### config.mk
export PLATFORM = sky130hd
export DESIGN_NAME = aes_block_assembler
export DESIGN_NICKNAME = d
export VERILOG_FILES = /design/src/rtl/aes_block_assembler.sv
export SDC_FILE = /design/constraint.sdc
export NUM_CORES = 1
export LEC_CHECK = 0
export BUFFER_PORTS_ARGS = -buffer_cell sky130_fd_sc_hd__buf_2
export CAP_MARGIN = 30
export CORE_UTILIZATION = 25
export DETAILED_ROUTE_END_ITERATION = 7
export MAX_ROUTING_LAYER = met4
export SLEW_MARGIN = 15
export SYNTH_ARGS = -nofsm -noshare
export SYNTH_HDL_FRONTEND = slang
export SYNTH_SLANG_ARGS = --single-unit
### constraint.sdc
create_clock -name hclk -period 2.9 [get_ports hclk]
set_clock_uncertainty 0.05 [all_clocks]
set_input_delay 0.29 -clock hclk [delete_from_list [all_inputs] [get_ports hclk]]
set_output_delay 0.29 -clock hclk [all_outputs]
set_load 0.005 [all_outputs]
### src/rtl/aes_block_assembler.sv
// Packs 32-bit fetched words into 128-bit AES blocks behind a 2-entry output FIFO.
// Optional ASSEMBLER_BSWAP_EN byte-reverses each accepted word before it is stored.
module aes_asm_lane #(
    parameter int VEC_W = 32,
    parameter int CNT_W = 2,
    parameter int IDX   = 0
) (
    input  logic [CNT_W-1:0] wcnt,
    input  logic [VEC_W-1:0] word,
    input  logic [VEC_W-1:0] held,
    output logic [VEC_W-1:0] slot
);
    localparam logic [CNT_W-1:0] IDX_C = CNT_W'(IDX);

    // Slots past the write position are zero, which doubles as block padding.
    always_comb begin
        slot = '0;
        if (wcnt == IDX_C)
            slot = word;
        else if (wcnt > IDX_C)
            slot = held;
    end
endmodule

module aes_block_assembler #(
    parameter int NUM_LANES = 4,
    parameter int VEC_W     = 32
) (
    input  logic                       hclk,
    input  logic                       hrst,
    input  logic                       shift_en,
    input  logic [VEC_W-1:0]           shiftin,
    input  logic                       end_block,
    input  logic                       blk_ready,
    output logic [NUM_LANES*VEC_W-1:0] blk_data,
    output logic                       blk_valid,
    output logic                       blk_last,
    output logic                       fetch_en,
    output logic                       overflow
);
    localparam int                BLK_W = NUM_LANES * VEC_W;
    localparam int                CNT_W = $clog2(NUM_LANES);
    localparam logic [CNT_W-1:0]  LAST  = CNT_W'(NUM_LANES - 1);

    typedef struct packed {
        logic             last;
        logic [BLK_W-1:0] data;
    } blk_t;

    logic [CNT_W-1:0]                  wcnt;
    logic [NUM_LANES-2:0][VEC_W-1:0]   partial;
    logic [NUM_LANES-1:0][VEC_W-1:0]   asm_slots;
    logic [VEC_W-1:0]                  word_in;

    blk_t       fifo_mem [2];
    logic       wr_ptr, rd_ptr;
    logic [1:0] count, count_nxt;

    logic pop, complete, drop, push, accept_mid;

`ifdef ASSEMBLER_BSWAP_EN
    assign word_in = {<<8{shiftin}};
`else
    assign word_in = shiftin;
`endif

    // Slot i lives at packed index NUM_LANES-1-i so slot 0 lands in the MSBs.
    genvar i;
    generate
        for (i = 0; i < NUM_LANES; i++) begin : g_lane
            logic [VEC_W-1:0] held;
            if (i < NUM_LANES - 1) begin : g_held
                assign held = partial[NUM_LANES-2-i];
            end else begin : g_none
                assign held = '0;
            end
            aes_asm_lane #(.VEC_W(VEC_W), .CNT_W(CNT_W), .IDX(i)) u_lane (
                .wcnt (wcnt),
                .word (word_in),
                .held (held),
                .slot (asm_slots[NUM_LANES-1-i])
            );
        end
    endgenerate

    assign blk_valid = (count != 2'd0);
    assign blk_data  = fifo_mem[rd_ptr].data;
    assign blk_last  = fifo_mem[rd_ptr].last;

    assign pop        = blk_valid & blk_ready;
    assign complete   = shift_en & ((wcnt == LAST) | end_block);
    assign drop       = complete & (count == 2'd2) & ~pop;
    assign push       = complete & ~drop;
    assign accept_mid = shift_en & ~complete;
    assign count_nxt  = count + {1'b0, push} - {1'b0, pop};

    always_ff @(posedge hclk or negedge hrst) begin
        if (!hrst) begin
            wcnt     <= '0;
            partial  <= '0;
            wr_ptr   <= 1'b0;
            rd_ptr   <= 1'b0;
            count    <= 2'd0;
            fetch_en <= 1'b0;
            overflow <= 1'b0;
            for (int k = 0; k < 2; k++) fifo_mem[k] <= '0;
        end else begin
            if (push) begin
                fifo_mem[wr_ptr].last <= end_block;
                fifo_mem[wr_ptr].data <= asm_slots;
                wr_ptr  <= ~wr_ptr;
                wcnt    <= '0;
                partial <= '0;
            end else if (accept_mid) begin
                partial <= asm_slots[NUM_LANES-1:1];
                wcnt    <= wcnt + 1'b1;
            end
            if (pop)
                rd_ptr <= ~rd_ptr;
            // A dropped word leaves wcnt and partial untouched.
            if (drop)
                overflow <= 1'b1;
            count    <= count_nxt;
            fetch_en <= (count_nxt < 2'd2);
        end
    end
endmodule

==> results of run 1 <==
through the flow:
step                setup slack [ps]  std cells  power (mW)  util (%)  hold slack, ps
CTS                              174       2222        19.1      30.6           0.820
global placement                 642       2138        13.3      28.2             191
finish                           210       2223        18.7      30.6            27.8
floorplan                        367       1181        11.0         -           -55.6
global route                     134       2223        19.8      30.6            9.91
detailed placement               568       2138        13.5      28.2             196
cells in the final DEF, fill, tap and decap left out, types with 2 or more instances in the layout:
cell type,instances
a22o_1,105
dfrtp_1,361
or2_2,2
clkbuf_16,44
clkbuf_8,8
clkbuf_1,8
ha_1,5
buf_4,13
dlygate4sd3_1,12
clkinvlp_4,2
o2bb2ai_1,32
buf_12,14
buf_2,167
clkinv_2,5
nand2_1,81
ha_2,2
xor2_1,3
bufinv_16,4
and2_1,34
inv_1,5
o21ai_0,24
mux2_2,420
state kept, by name, indices dropped and copies added, names as in the netlist:
name / flops
count: 2
fetch_en: 1
fifo_mem: 258
g_lane.held: 96
overflow: 1
rd_ptr: 1
wcnt: 2
wr_ptr: 1
power by group through the flow:
| stage | Sequential [mW] | Combinational, mW | Clock [mW] |
|---|---|---|---|
| global placement | 7.28 | 6.00 | 0 |
| finish | 7.30 | 5.97 | 5.46 |
| floorplan | 7.03 | 3.94 | 0 |
| CTS | 7.31 | 6.14 | 5.62 |
| global route | 7.50 | 6.46 | 5.84 |
| detailed placement | 7.39 | 6.09 | 0 |
worst paths after layout:
check                             from  slack (ps)                  to
max                             rd_ptr         210         blk_data[0]
min                        shiftin[31]          30  g_lane[0].held[31]
max reg2reg                    wcnt[1]         500       fifo_mem[201]
min reg2reg                   overflow         430            overflow
max in group asynchronous         hrst        1580        fifo_mem[83]
min in group asynchronous         hrst         190       fifo_mem[142]
layer usage:
layer	global-route usage, %	wire length, um
met1	19.9	22200
met2	22.2	22000
met3	2.79	2100
met4	2.74	592
met5	-	0
cells by family after synthesis:
logic type                 Yosys count  synth area share (%)
and+or+nand+nor                    127                  3.85
buffers and inverters               98                  3.21
xor gates and xnor gates             4                 0.214
AOI/OAI and AO/OA                  163                  8.13
muxes                              420                  28.8
DFF                                362                  55.2
adders and majority gates            7                 0.534
final cells by class:
class,count,area (um2),area share [%]
diodes,1,2.50,0.0127
clock buffers,60,1240,6.27
clock inverters,12,190,0.961
inverters,5,18.8,0.0949
multi-input cells,721,6850,34.6
flip-flops and latches,362,9060,45.8
well taps,855,1070,5.41
repair buffers,207,1350,6.82
worst max-delay path, stage by stage (launching register included):
cell and delay [ps]:
dfrtp_4 830, buf_12 320, mux2_2 410, buf_2 150
repair_timing:
item | in CTS | in global routing
hold buffers | 12 | 0
resized for setup | 0 | 0
hold endpoints to repair | 61 | 0
==> flow_metrics.py, run 1 <==
metrics = {
    "outcome": {
        "outcome": "finished clean",
    },
    "timing": {
        "setup_tns_ps": 0,
        "fmax_mhz": 372,
        "drv_slew": 0,
        "hold_viol": 0,
        "relSlewSlack_pct": 47.7,
        "setup_violations": 0,
        "grt_setup_unrepaired": "false",
        "tightest_slew_ps": 783,
        "min_period_over_period_pct": 92.8,
        "fin_crit_ps": 2690,
    },
    "yosys": {
        "netlist_top_cells_count": "mux2_2 (420), dfrtp_1 (362), a22o_1 (105)",
        "synthFlopType": "dfrtp_1",
        "synth_edf_count": 0,
        "synth_fp_nets": 1225,
        "ys_types": 28,
        "synth-seq-cells": 362,
        "syn_avg_cell_area_um2": 13.9,
        "syn-cell-area_um2": 16400,
        "synth.largest_area_cell": "dfrtp_1",
        "synth_most_common_cell": "mux2_2",
        "synth-async-reset-ratio_pct": 100,
        "synth.area.top_cells": "dfrtp_1 (55%), mux2_2 (29%), a22o_1 (5.6%)",
        "synth_top_area_share_pct": 55.2,
        "synthCells": 1181,
        "ys_warn_count": 0,
        "yosysSeqAreaShare_pct": 55.2,
    },
    "min_path": {
        "hold_path_depth": 2,
        "hold_path.class": "in2reg",
    },
    "pwr": {
        "p_clk_share_pct": 29.1,
        "share_comb_of_total_power_pct": 31.9,
        "switchingPower_mw": 5.78,
        "seqPwrFrac_pct": 39.0,
        "static-leakage-power_nw": 9.41,
        "p_per_area_nw_per_um2": 947,
        "ir_drop_mv": 0.589,
        "internal_power_mw": 12.9,
        "swShare_pct": 30.9,
    },
    "critical_path": {
        "ff2ff_path_depth": 5,
        "setup.worst_path.start_class": "register",
        "worstPathArrival_ps": 2350,
        "critPathRequiredTime_ps": 2560,
        "cp-end-kind": "output pin",
        "critical_path_class": "reg2out",
        "path_max_fanout": 36,
    },
    "detailed_routing": {
        "drtIter0Drc": 591,
        "vias_per_cell": 4.61,
        "vias": 10300,
        "routed_wl_um": 46900,
        "routedWlPerCell_um": 21.1,
        "route.detailed.drc": 0,
        "first_pass_iters": 4,
        "route.antenna.remaining_nets": 0,
    },
    "global_routing": {
        "grt_max_degree": 104,
        "grt_antenna_before_repair": 5,
        "gr-usage-all-layers_pct": 14.5,
        "first_global_vias": 10700,
        "grt_pass1_wl_um": 70800,
        "grt-ovfl-total": 0,
    },
    "clock_network": {
        "cts_buffers": 42,
        "cts_tree": "done",
        "path_clk_slew_ps": 60,
        "cts_buffer_depth": 3,
        "cts_setup_buffers": 0,
        "clock_latency_ps": 570,
        "h-tree-depth": 2,
        "cts.sinks": 362,
        "root_buffer": "clkbuf_16",
    },
    "floorplanning": {
        "chipHeight_um": 258,
        "core_area_um2": 64700,
        "fp-row-count": 93,
        "ios": 169,
        "start_util_pct": 25.4,
        "die_w_um": 258,
        "die_area_um2": 66600,
    },
    "layout": {
        "fin_nets": 1383,
        "syn2layout_area_growth_pct": 20.6,
        "final_area_um2": 19800,
        "nFillCells": 6549,
        "drive_above_1_share_pct": 50.5,
    },
    "placement": {
        "port_buffers": 168,
        "place.gp.congestion": 0.742,
        "hpwl_um": 30900,
        "postPlaceCellArea_um2": 18200,
    },
    "flow_run": {
        "cap_violations": 0,
    },
}
Power figures use the tool's default switching activity.
==> inputs of run 2 (changes only) <==
clock period = 3.27 ns   (was 2.9 ns; I/O delays follow)
==> run 2 against run 1 <==
  * Sequential power decreased by 12%
  * Routed wire length is 1.9% lower
  * Count of clock-buffer cells in the layout increased by 4
  * Design area shrank 1.5%
  * Clock power is 18% lower
  * Largest power group unchanged
  * Die area stayed put
  * Register-to-register slack improved by 290 ps
  * Final cell count down 0.40%
  * Critical path type unchanged
  * Critical endpoint is now blk_data[52]
  * Non-clock buffer count fell by 10
  * Sequential cell count unchanged
==> flow_metrics.py, run 2 (synthesized netlist as in run 1, its figures left out) <==
metrics = {
    "clock_network": {
        "cts-hold-fix-buffers": 1,
        "cts_tree": "done",
        "clock_latency_ps": 560,
        "root_buffer": "clkbuf_16",
        "cts_buffer_depth": 3,
        "h-tree-depth": 2,
        "path_clk_slew_ps": 60,
        "cts_setup_buffers": 0,
        "cts.sinks": 362,
        "cts_resized": 0,
        "cts_buffers": 41,
    },
    "critical_path": {
        "r2r_slack_ps": 790,
        "cp-end-kind": "output pin",
        "path_max_fanout": 58,
        "reg2reg_from": "wcnt[1]",
        "critPathRequiredTime_ps": 2890,
        "crit_chain": "buf_12 -> mux2_2 -> buf_2",
        "worstPathArrival_ps": 2280,
        "setup.worst_path.start_class": "register",
        "critical_path_class": "reg2out",
        "critPathMaxStageDelay_ps": 680,
        "ff2ff_path_depth": 11,
        "worst_path_max_delay_cell": "dfrtp_4",
        "regToRegEndpoint": "count[1]",
    },
    "timing": {
        "hold_viol": 0,
        "drv_slew": 0,
        "tightest_slew_ps": 853,
        "fin_crit_ps": 2660,
        "fmax_mhz": 377,
        "setup_violations": 0,
        "grt_setup_unrepaired": "false",
        "relSlewSlack_pct": 43.2,
        "min_period_over_period_pct": 81.2,
        "setup_tns_ps": 0,
    },
    "min_path": {
        "hold_path.class": "in2reg",
        "hold_end": "fifo_mem[128]",
        "worstHoldStart": "end_block",
        "hold_path_depth": 2,
    },
    "global_routing": {
        "grt_antenna_before_repair": 3,
        "grt_max_degree": 89,
        "grt-ovfl-total": 0,
        "gr-usage-all-layers_pct": 14.3,
        "first_global_vias": 10900,
        "grt_pass1_wl_um": 70800,
    },
    "floorplanning": {
        "start_util_pct": 25.4,
        "die_area_um2": 66600,
        "die_w_um": 258,
        "ios": 169,
        "chipHeight_um": 258,
        "fp-row-count": 93,
        "core_area_um2": 64700,
    },
    "placement": {
        "hpwl_um": 30900,
        "place.gp.congestion": 0.760,
        "dp.cells": 2139,
        "port_buffers": 168,
    },
    "outcome": {
        "outcome": "finished clean",
    },
    "layout": {
        "drive_above_1_share_pct": 50.8,
        "fin_nets": 1372,
        "syn2layout_area_growth_pct": 18.8,
        "final_common_cell": "mux2_2",
        "largest_register_ffs": 258,
        "largest_register": "fifo_mem",
        "final_cells": 2214,
        "final_cell_mix": "mux2_2 (420), dfrtp_1 (361), buf_2 (167), a22o_1 (105), nand2_1 (81)",
    },
    "detailed_routing": {
        "first_pass_iters": 5,
        "vias_per_cell": 4.64,
        "route.detailed.drc": 0,
        "routedWlPerCell_um": 20.8,
        "routed_wl_um": 46000,
        "drtIter0Drc": 565,
        "route.antenna.remaining_nets": 0,
        "vias": 10300,
    },
    "pwr": {
        "ir_drop_mv": 0.409,
        "static-leakage-power_nw": 9.29,
        "p_per_area_nw_per_um2": 829,
    },
    "flow_run": {
        "cap_violations": 0,
    },
}
## run 2: worst max-delay path: cells and delay by family, from the launching register on
kind	cells	cell delay, ps
mux	1	460
flops	1	680
buf+inv	2	510
## run 2: per-layer routing
| metal | global-route usage, % | routed length [um] |
|---|---|---|
| met5 | - | 0 |
| met4 | 4.08 | 1140 |
| met3 | 2.68 | 2000 |
| met2 | 21.6 | 21300 |
| met1 | 19.6 | 21500 |
## run 2: metrics by stage
| step | utilization, % | setup slack, ps | hold slack (ps) | area, um2 | total power, mW |
|---|---|---|---|---|---|
| 2_1_floorplan | - | 737 | -18.6 | 16400 | 9.73 |
| 3_3_place_gp | 28.0 | 767 | 344 | 18100 | 11.7 |
| 3_5_place_dp | 28.1 | 781 | 357 | 18200 | 11.9 |
| 4_1_cts | 30.1 | 560 | 12.5 | 19500 | 16.4 |
| 5_1_grt | 30.1 | 529 | 26.4 | 19500 | 17.1 |
| 6_report | 30.1 | 615 | 45.5 | 19500 | 16.2 |
## run 2: area by class of cell
| class | instances | area, um2 |
|---|---|---|
| tap | 855 | 1070 |
| antenna | 2 | 5.00 |
| timing repair buffer | 197 | 1180 |
| multi-input combinational | 721 | 6850 |
| inverter | 5 | 18.8 |
| sequential | 362 | 9060 |
| clock inverter | 8 | 60.1 |
| fill | 6582 | 45200 |
| clock buffer | 64 | 1240 |
## run 2: how the worst max path moves through the flow
stage                  from      endpoint  cells past startpoint  slack (ps)
floorplan           wcnt[0]      count[1]                     12         740
global placement    wcnt[0]      count[1]                     11         770
detailed placement  wcnt[1]      count[1]                     11         780
CTS                  rd_ptr  blk_data[52]                      3         560
global route         rd_ptr  blk_data[52]                      3         530
finish               rd_ptr  blk_data[52]                      3         610
## run 2: where the power goes
part | total, mW | internal [mW] | switching [mW]
registers | 6.42 | 5.75 | 0.676
clock network | 4.45 | 2.61 | 1.84
logic | 5.28 | 2.73 | 2.55
